## src/rtl/axidpram_wr_ctrl.sv

```systemverilog
// Upstream write controller for the dual-port AXI RAM write path (axidpram_wr).
// Latency: accept to wr_en is 2 cycles with adready high. Peak rate is 1 beat per 3 cycles.
// Backpressure: s_ready drops outside IDLE and while DEPTH beats are outstanding (full).
//
// Ports:
//   w_clk, reset              clock (rising edge) and asynchronous active-low reset
//   s_valid/s_ready/s_data/   byte stream source; s_last marks the final beat of a frame
//   s_last
//   axiw_advalid/axiw_adready address handshake toward the RAM
//   wr_addr, port_en_0/1      write address and RAM port select (never both set)
//   wr_en, axi_datain         one-cycle write strobe and its data
//   rd_release                read side consumed the buffer, clears the fill count
//   full, frame_done, wr_err  fill flag, end-of-frame pulse, address-timeout pulse
//
// Optional feature: define AXIW_TIMEOUT_EN to abandon a beat after TIMEOUT cycles
// without adready (wr_err pulses). Without it ADDR waits forever and wr_err is 0.
module axidpram_wr_ctrl #(
  parameter int DATA_W = 8,
  parameter int ADDR_W = 4,
  parameter int DEPTH  = 16
`ifdef AXIW_TIMEOUT_EN
  ,parameter int TIMEOUT = 15
`endif
) (
  input  logic              w_clk,
  input  logic              reset,
  input  logic              s_valid,
  output logic              s_ready,
  input  logic [DATA_W-1:0] s_data,
  input  logic              s_last,
  output logic              axiw_advalid,
  input  logic              axiw_adready,
  output logic [ADDR_W-1:0] wr_addr,
  output logic              port_en_0,
  output logic              port_en_1,
  output logic              wr_en,
  output logic [DATA_W-1:0] axi_datain,
  input  logic              rd_release,
  output logic              full,
  output logic              frame_done,
  output logic              wr_err
);

  localparam int CNT_W = $clog2(DEPTH + 1);

  typedef enum logic [1:0] {IDLE, ADDR, WRITE} state_t;

  state_t             state_q, state_d;
  logic [ADDR_W-1:0]  wr_ptr;
  logic               port_sel;
  logic [CNT_W-1:0]   beat_cnt;
  logic [DATA_W-1:0]  data_q;
  logic               last_q;
  logic               frame_done_q;
  logic               wr_exit;
  logic               timeout_hit;

  assign full    = (beat_cnt == CNT_W'(DEPTH));
  // Gated by reset so every output reads 0 while reset is held.
  assign s_ready = reset && (state_q == IDLE) && !full;
  assign wr_exit = (state_q == WRITE);
  assign frame_done = frame_done_q;

`ifdef AXIW_TIMEOUT_EN
  logic [3:0] wait_cnt;

  // Counts consecutive ADDR cycles without adready; cleared whenever ADDR is left.
  always_ff @(posedge w_clk or negedge reset) begin
    if (!reset) begin
      wait_cnt <= '0;
    end else if (state_q == ADDR && !axiw_adready) begin
      wait_cnt <= wait_cnt + 4'd1;
    end else begin
      wait_cnt <= '0;
    end
  end

  assign timeout_hit = (state_q == ADDR) && !axiw_adready && (wait_cnt == 4'(TIMEOUT - 1));
`else
  assign timeout_hit = 1'b0;
`endif

  always_ff @(posedge w_clk or negedge reset) begin
    if (!reset) begin
      state_q <= IDLE;
    end else begin
      state_q <= state_d;
    end
  end

  always_comb begin
    state_d      = state_q;
    axiw_advalid = 1'b0;
    wr_addr      = '0;
    port_en_0    = 1'b0;
    port_en_1    = 1'b0;
    wr_en        = 1'b0;
    axi_datain   = '0;
    wr_err       = 1'b0;
    case (state_q)
      IDLE: begin
        if (s_valid && s_ready) state_d = ADDR;
      end
      ADDR: begin
        axiw_advalid = 1'b1;
        wr_addr      = wr_ptr;
        port_en_0    = !port_sel;
        port_en_1    = port_sel;
        axi_datain   = data_q;
        if (axiw_adready) begin
          state_d = WRITE;
        end else if (timeout_hit) begin
          // Beat is abandoned; pointer, port and fill count are left untouched.
          wr_err  = 1'b1;
          state_d = IDLE;
        end
      end
      WRITE: begin
        wr_en      = 1'b1;
        wr_addr    = wr_ptr;
        port_en_0  = !port_sel;
        port_en_1  = port_sel;
        axi_datain = data_q;
        state_d    = IDLE;
      end
      default: state_d = IDLE;
    endcase
  end

  always_ff @(posedge w_clk or negedge reset) begin
    if (!reset) begin
      wr_ptr       <= '0;
      port_sel     <= 1'b0;
      beat_cnt     <= '0;
      data_q       <= '0;
      last_q       <= 1'b0;
      frame_done_q <= 1'b0;
    end else begin
      if (s_valid && s_ready) begin
        data_q <= s_data;
        last_q <= s_last;
      end
      frame_done_q <= wr_exit && last_q;
      if (wr_exit) begin
        if (last_q) begin
          // A new frame always starts at address 0 on port 0.
          wr_ptr   <= '0;
          port_sel <= 1'b0;
        end else begin
          wr_ptr   <= (wr_ptr == ADDR_W'(DEPTH - 1)) ? '0 : wr_ptr + 1'b1;
          port_sel <= !port_sel;
        end
      end
      // A release coinciding with a write keeps that write counted.
      if (rd_release) begin
        beat_cnt <= wr_exit ? CNT_W'(1) : '0;
      end else if (wr_exit && !full) begin
        beat_cnt <= beat_cnt + CNT_W'(1);
      end
    end
  end

endmodule

```

## config.mk

```make
export PLATFORM = sky130hd
export DESIGN_NAME = axidpram_wr_ctrl
export DESIGN_NICKNAME = d
export VERILOG_FILES = /design/src/rtl/axidpram_wr_ctrl.sv
export SDC_FILE = /design/constraint.sdc
export NUM_CORES = 1
export LEC_CHECK = 0
export CAP_MARGIN = 20
export CORE_MARGIN = 2
export CORE_UTILIZATION = 45
export DETAILED_ROUTE_END_ITERATION = 8
export PLACE_DENSITY_LB_ADDON = 0.3
export SLEW_MARGIN = 30
export SYNTH_ARGS = -nofsm -noshare
export SYNTH_HDL_FRONTEND = slang
export SYNTH_SLANG_ARGS = --single-unit
```

## constraint.sdc

```tcl
create_clock -name w_clk -period 2.02 [get_ports w_clk]
set_clock_uncertainty 0.2 [all_clocks]
set_input_delay 0.202 -clock w_clk [delete_from_list [all_inputs] [get_ports w_clk]]
set_output_delay 0.202 -clock w_clk [all_outputs]
set_load 0.01 [all_outputs]
```

# After elaboration in Yosys (flattened, before gate mapping)
# Index checks and enable logic that the tools add are counted.
[totals]
word_cells = 41
regBits = 22
in_bits = 14
output_inout_bits = 20
[classes]
muxes = 15
eq_ne = 6
n_reduce_logical = 11
n_addsub = 2
[ops]
columns = ["cell", "n"]
rows = [
  ["$mux 4", 3],
  ["$mux 5", 2],
  ["$mux 8", 1],
  ["$mux 1", 6],
  ["$add 5x1->5 const B", 1],
  ["$eq 5x5->1 const B", 1],
  ["$logic_and 1x1->1", 5],
  ["$add 4x1->4 const B", 1],
  ["$eq 4x4->1 const B", 1],
  ["$mux 2", 2],
  ["$pmux 2 s2", 1],
  ["$eq 2x1->1 const B", 1],
  ["$eq 2x2->1 const B", 1],
  ["$logic_not 1->1", 2],
  ["$logic_not 2->1", 1],
  ["$ne 2x1->1 const B", 1],
  ["$ne 2x2->1 const B", 1],
  ["$reduce_and 2->1", 1],
  ["$reduce_bool 2->1", 1],
  ["$reduce_or 2->1", 1],
]

# Logic depth before layout (Yosys ltp)
[depth]
ltp_word = 6
ltp_mapped = 7

# Worst setup path after synthesis
# No wires, ideal clock.
[synth_timing]
path_type = "register to register"
from = "reg beat_cnt[0]"
to = "reg data_q[0]"
path_stages_with_launch = 8
slack_ns = 0.224
required_ns = 1.695
setup_time_ns = 0.125
arrival_ns = 1.471
cell_sequence = "dfrtp_1 -> inv_1 -> ha_1 -> nand4bb_4 -> inv_4 -> nor3b_2 -> buf_6 -> mux2_2"
[synth_via]
elab_chain_cells = 4
[synth_lines]
columns = ["element", "line_no", "text"]
rows = [
  ["start, declared", "51", "logic [CNT_W-1:0] beat_cnt;"],
  ["start signal, assigned", "156", "beat_cnt <= wr_exit ? CNT_W'(1) : '0;"],
  ["start signal, assigned", "158", "beat_cnt <= beat_cnt + CNT_W'(1);"],
  ["$eq 5x5->1", "58", "assign full = (beat_cnt == CNT_W'(DEPTH));"],
  ["net full", "39", "output logic full,"],
  ["$logic_not 1->1", "60", "assign s_ready = reset && (state_q == IDLE) && !full;"],
  ["$logic_and 1x1->1", "60", ""],
  ["$logic_and 1x1->1", "139", "if (s_valid && s_ready) begin"],
  ["end signal, assigned", "140", "data_q <= s_data;"],
  ["end, declared", "52", "logic [DATA_W-1:0] data_q;"],
]
# The timed path passes the listed nets, and every way through them passes these cells.
# A chain may end at the register's enable or synchronous reset.

# Worst setup path in the final report
[layout_timing]
from = "reg beat_cnt[1]"
to = "out s_ready"
[layout_via]
elab_chain_cells = 3
[layout_lines]
columns = ["element", "line_no", "text"]
rows = [
  ["$eq 5x5->1", "58", ""],
  ["$logic_not 1->1", "60", ""],
  ["$logic_and 1x1->1", "60", ""],
  ["end, declared", "28", "output logic s_ready,"],
]
# Every way passes these cells.

==> flow_summary.ini <==
[drt]
num_vias = 984
drcViolationCount = 0
dr.pass1.iters = 4
wl_per_cell_um = 12.8
drtIter0Drc = 21
via_per_inst = 5.13
drtAntennaViolNets = 0
drt_wl_total_mm = 2.47

[clock_network]
clock_sinks = 22
clk_latency_ns = 0.32
htreeDepth = 1
cts_tree = built
cts_root_buf = clkbuf_4
clk_pin_slew_ns = 0.13
cts_buffers = 3
clock_path_buffers = 2

[yosys]
ys_ff_latch = 22
netlist_instances = 116
synth_compound_gate_area_share_pct = 8.84
synthAdderAreaFrac_pct = 8.13
synthDistinctLibCells = 32
synth_warnings = 0
synth-simple-area-share_pct = 21.5
synth_area_per_cell_um2 = 10.6
synthXorXnorAreaFrac_pct = 1.42
netlist_area_um2 = 1230
synthMuxAreaShare_pct = 10.3
syn-num-nets = 138
ys_seq_area_share_pct = 44.7
synth_top_family_by_area = simple AND/OR/NAND/NOR gates

[run_status]
status = finished clean

[die]
die_area_um2 = 3170
io_pins = 34
core_um2 = 2540
fp.dieW_um = 56.3
start_util_pct = 48.4
num_rows = 18
die_h_um = 56.3

[timing]
slew_violations = 0
fin_crit_ns = 1.94
fmax_mhz = 515
tns_ns = 0
setup_viol = 0
whs_ns = 0.0791
post-route-period-util_pct = 96.1
final_hold_viol_count = 0

[critical_path]
path_cells = inv_1, ha_2, nand4bb_4, inv_4, nor2_1, dlygate4sd2_1
worstPathRequired_ns = 1.62
cp.buffers_inverters = 3
critPathLaunchType = register
cp_top_family = buffers and inverters
arrival_ns = 1.54
slowest_stage = dfrtp_1
worstPathMaxFanout = 4
slowest_delay_ns = 0.43
worst-setup-path-type = register to output port
crit_path_end_kind = output port

[pwr]
power_density_nw_per_um2 = 1330
total_power_mw = 2.27
peakVddDrop_mv = 0.912
p_leak_nw = 0.828

[placed_design]
place_congestion = 0.842
numPortBuffers = 32
hpwl_mm = 1.74

[global_routing]
grt_max_degree = 25
grtUsageTotal_pct = 17.3
antenna_found_initial = 0
gr-total-overflow = 0
grt_pass1_vias = 983
grt_pass1_wl_mm = 4.24

[layout]
drive_gt1_share_pct = 22.8
area_delta_synth_final_pct = 39.1
diodes = 0
fin_nets = 185

[run]
drv_cap = 0

[min_path]
hold_path.class = primary input to asynchronous set/reset pin
[sequential cells by signal, summed over array words and instances, names as in the netlist]
| name | cells |
|---|---|
| state_q | 2 |
| port_sel | 1 |
| beat_cnt | 5 |
| frame_done | 1 |
| wr_ptr | 4 |
| last_q | 1 |
| data_q | 8 |
[kinds of logic after synthesis]
logic type      count (synthesis)
compound gates                 17
simple gates                   43
mux                            11
flops                          22
fa+ha+maj                       8
xor+xnor                        2
other cells                     1
buf+inv                        12
[cell usage in the layout (no fill, tap or decap), types with 2 or more instances in the layout]
cell type        count
nand4_1              2
xor2_1               2
nor2_1               4
nand3_1              3
dlygate4sd2_1       16
o2111ai_1            2
inv_1                5
ha_1                 6
dfrtp_1             22
mux2_2               9
a21oi_1              3
clkdlybuf4s50_1     14
nand2_1              8
o21ai_0              8
and2_1              15
buf_4               14
nor2b_1              3
nand2b_1             2
clkbuf_4             3
inv_2                2
[metal layers]
metal  wire, um  part of all wire [%]  vias up  global-route usage (%)
met5          0                     0        -                       0
met4         38                   1.5        0                    6.12
met3        165                   6.7        6                    6.22
met2       1170                    47       33                    28.9
met1       1100                    44      462                    20.5
li1           -                     -      483                       -
[worst paths after layout]
kind / slack [ns] / to / cells after the start / startpoint
min in group w_clk: 0.28 / data_q[6] / 2 / s_data[6]
max in group asynchronous: 1.30 / beat_cnt[1] / 2 / reset
setup / recovery: 0.08 / s_ready / 6 / beat_cnt[1]
setup reg to reg: 0.09 / data_q[1] / 8 / beat_cnt[1]
hold / removal: 0.08 / data_q[7] / 2 / reset
hold reg to reg: 0.31 / data_q[5] / 1 / data_q[5]
[final cells by class]
class | count | area [um2]
well taps | 30 | 37.5
multi-input cells | 82 | 637
repair buffers | 46 | 403
flip-flops and latches | 22 | 551
clock buffers | 3 | 22.5
clock inverters | 1 | 30.0
fillers | 219 | 832
inverters | 8 | 32.5
[timing repair]
item,CTS,global route
setup endpoints to repair,17,25
pin swaps,1,1
hold buffers,0,0
setup buffers,4,5
gates resized for setup,20,5
[where the power goes]
part / switching (mW) / total (mW) / internal (mW)
registers: 0.122 / 0.733 / 0.612
logic: 0.543 / 1.20 / 0.658
clock network: 0.137 / 0.338 / 0.201
[per-stage QoR]
stage	util, %	instances	setup slack [ns]	cell area (um2)
2_1_floorplan	-	116	0.224	1230
3_3_place_gp	62.9	179	0.00840	1600
3_5_place_dp	62.9	179	-0.0232	1600
4_1_cts	65.9	187	0.00643	1680
5_1_grt	67.3	192	-0.00894	1710
6_report	67.3	192	0.0792	1710
[cells in the mapped netlist]
| cell type | instances | area share [%] |
|---|---|---|
| o2111ai_1 | 2 | 1.4 |
| nand4bb_4 | 1 | 2.2 |
| nand3_1 | 3 | 1.2 |
| nand3b_1 | 1 | 0.61 |
| a21oi_1 | 3 | 1.2 |
| nand4_1 | 2 | 1.0 |
| or3_1 | 1 | 0.51 |
| inv_4 | 1 | 0.51 |
| o311ai_0 | 1 | 0.71 |
| o21ai_0 | 8 | 3.3 |
| buf_6 | 1 | 0.91 |
| a221o_1 | 1 | 0.81 |
| conb_1 | 1 | 0.30 |
| buf_4 | 1 | 0.61 |
| clkbuf_1 | 2 | 0.61 |
| dfrtp_1 | 22 | 45 |
| ha_1 | 8 | 8.1 |
| a21bo_2 | 1 | 0.81 |
| xor2_1 | 2 | 1.4 |
| and2_1 | 15 | 7.6 |
| nor2b_1 | 3 | 1.5 |
| mux2_4 | 1 | 1.2 |
| inv_1 | 7 | 2.1 |
| nand2b_1 | 2 | 1.0 |
| nor3_1 | 1 | 0.41 |
| mux2i_1 | 1 | 0.81 |
| nor3b_2 | 1 | 1.0 |
| nor2_1 | 4 | 1.2 |
| a21o_1 | 1 | 0.61 |
| mux2_2 | 9 | 8.2 |
| nand2_1 | 8 | 2.4 |
| nor4b_1 | 1 | 0.71 |
Note: power is estimated with default switching activity, not from simulation.
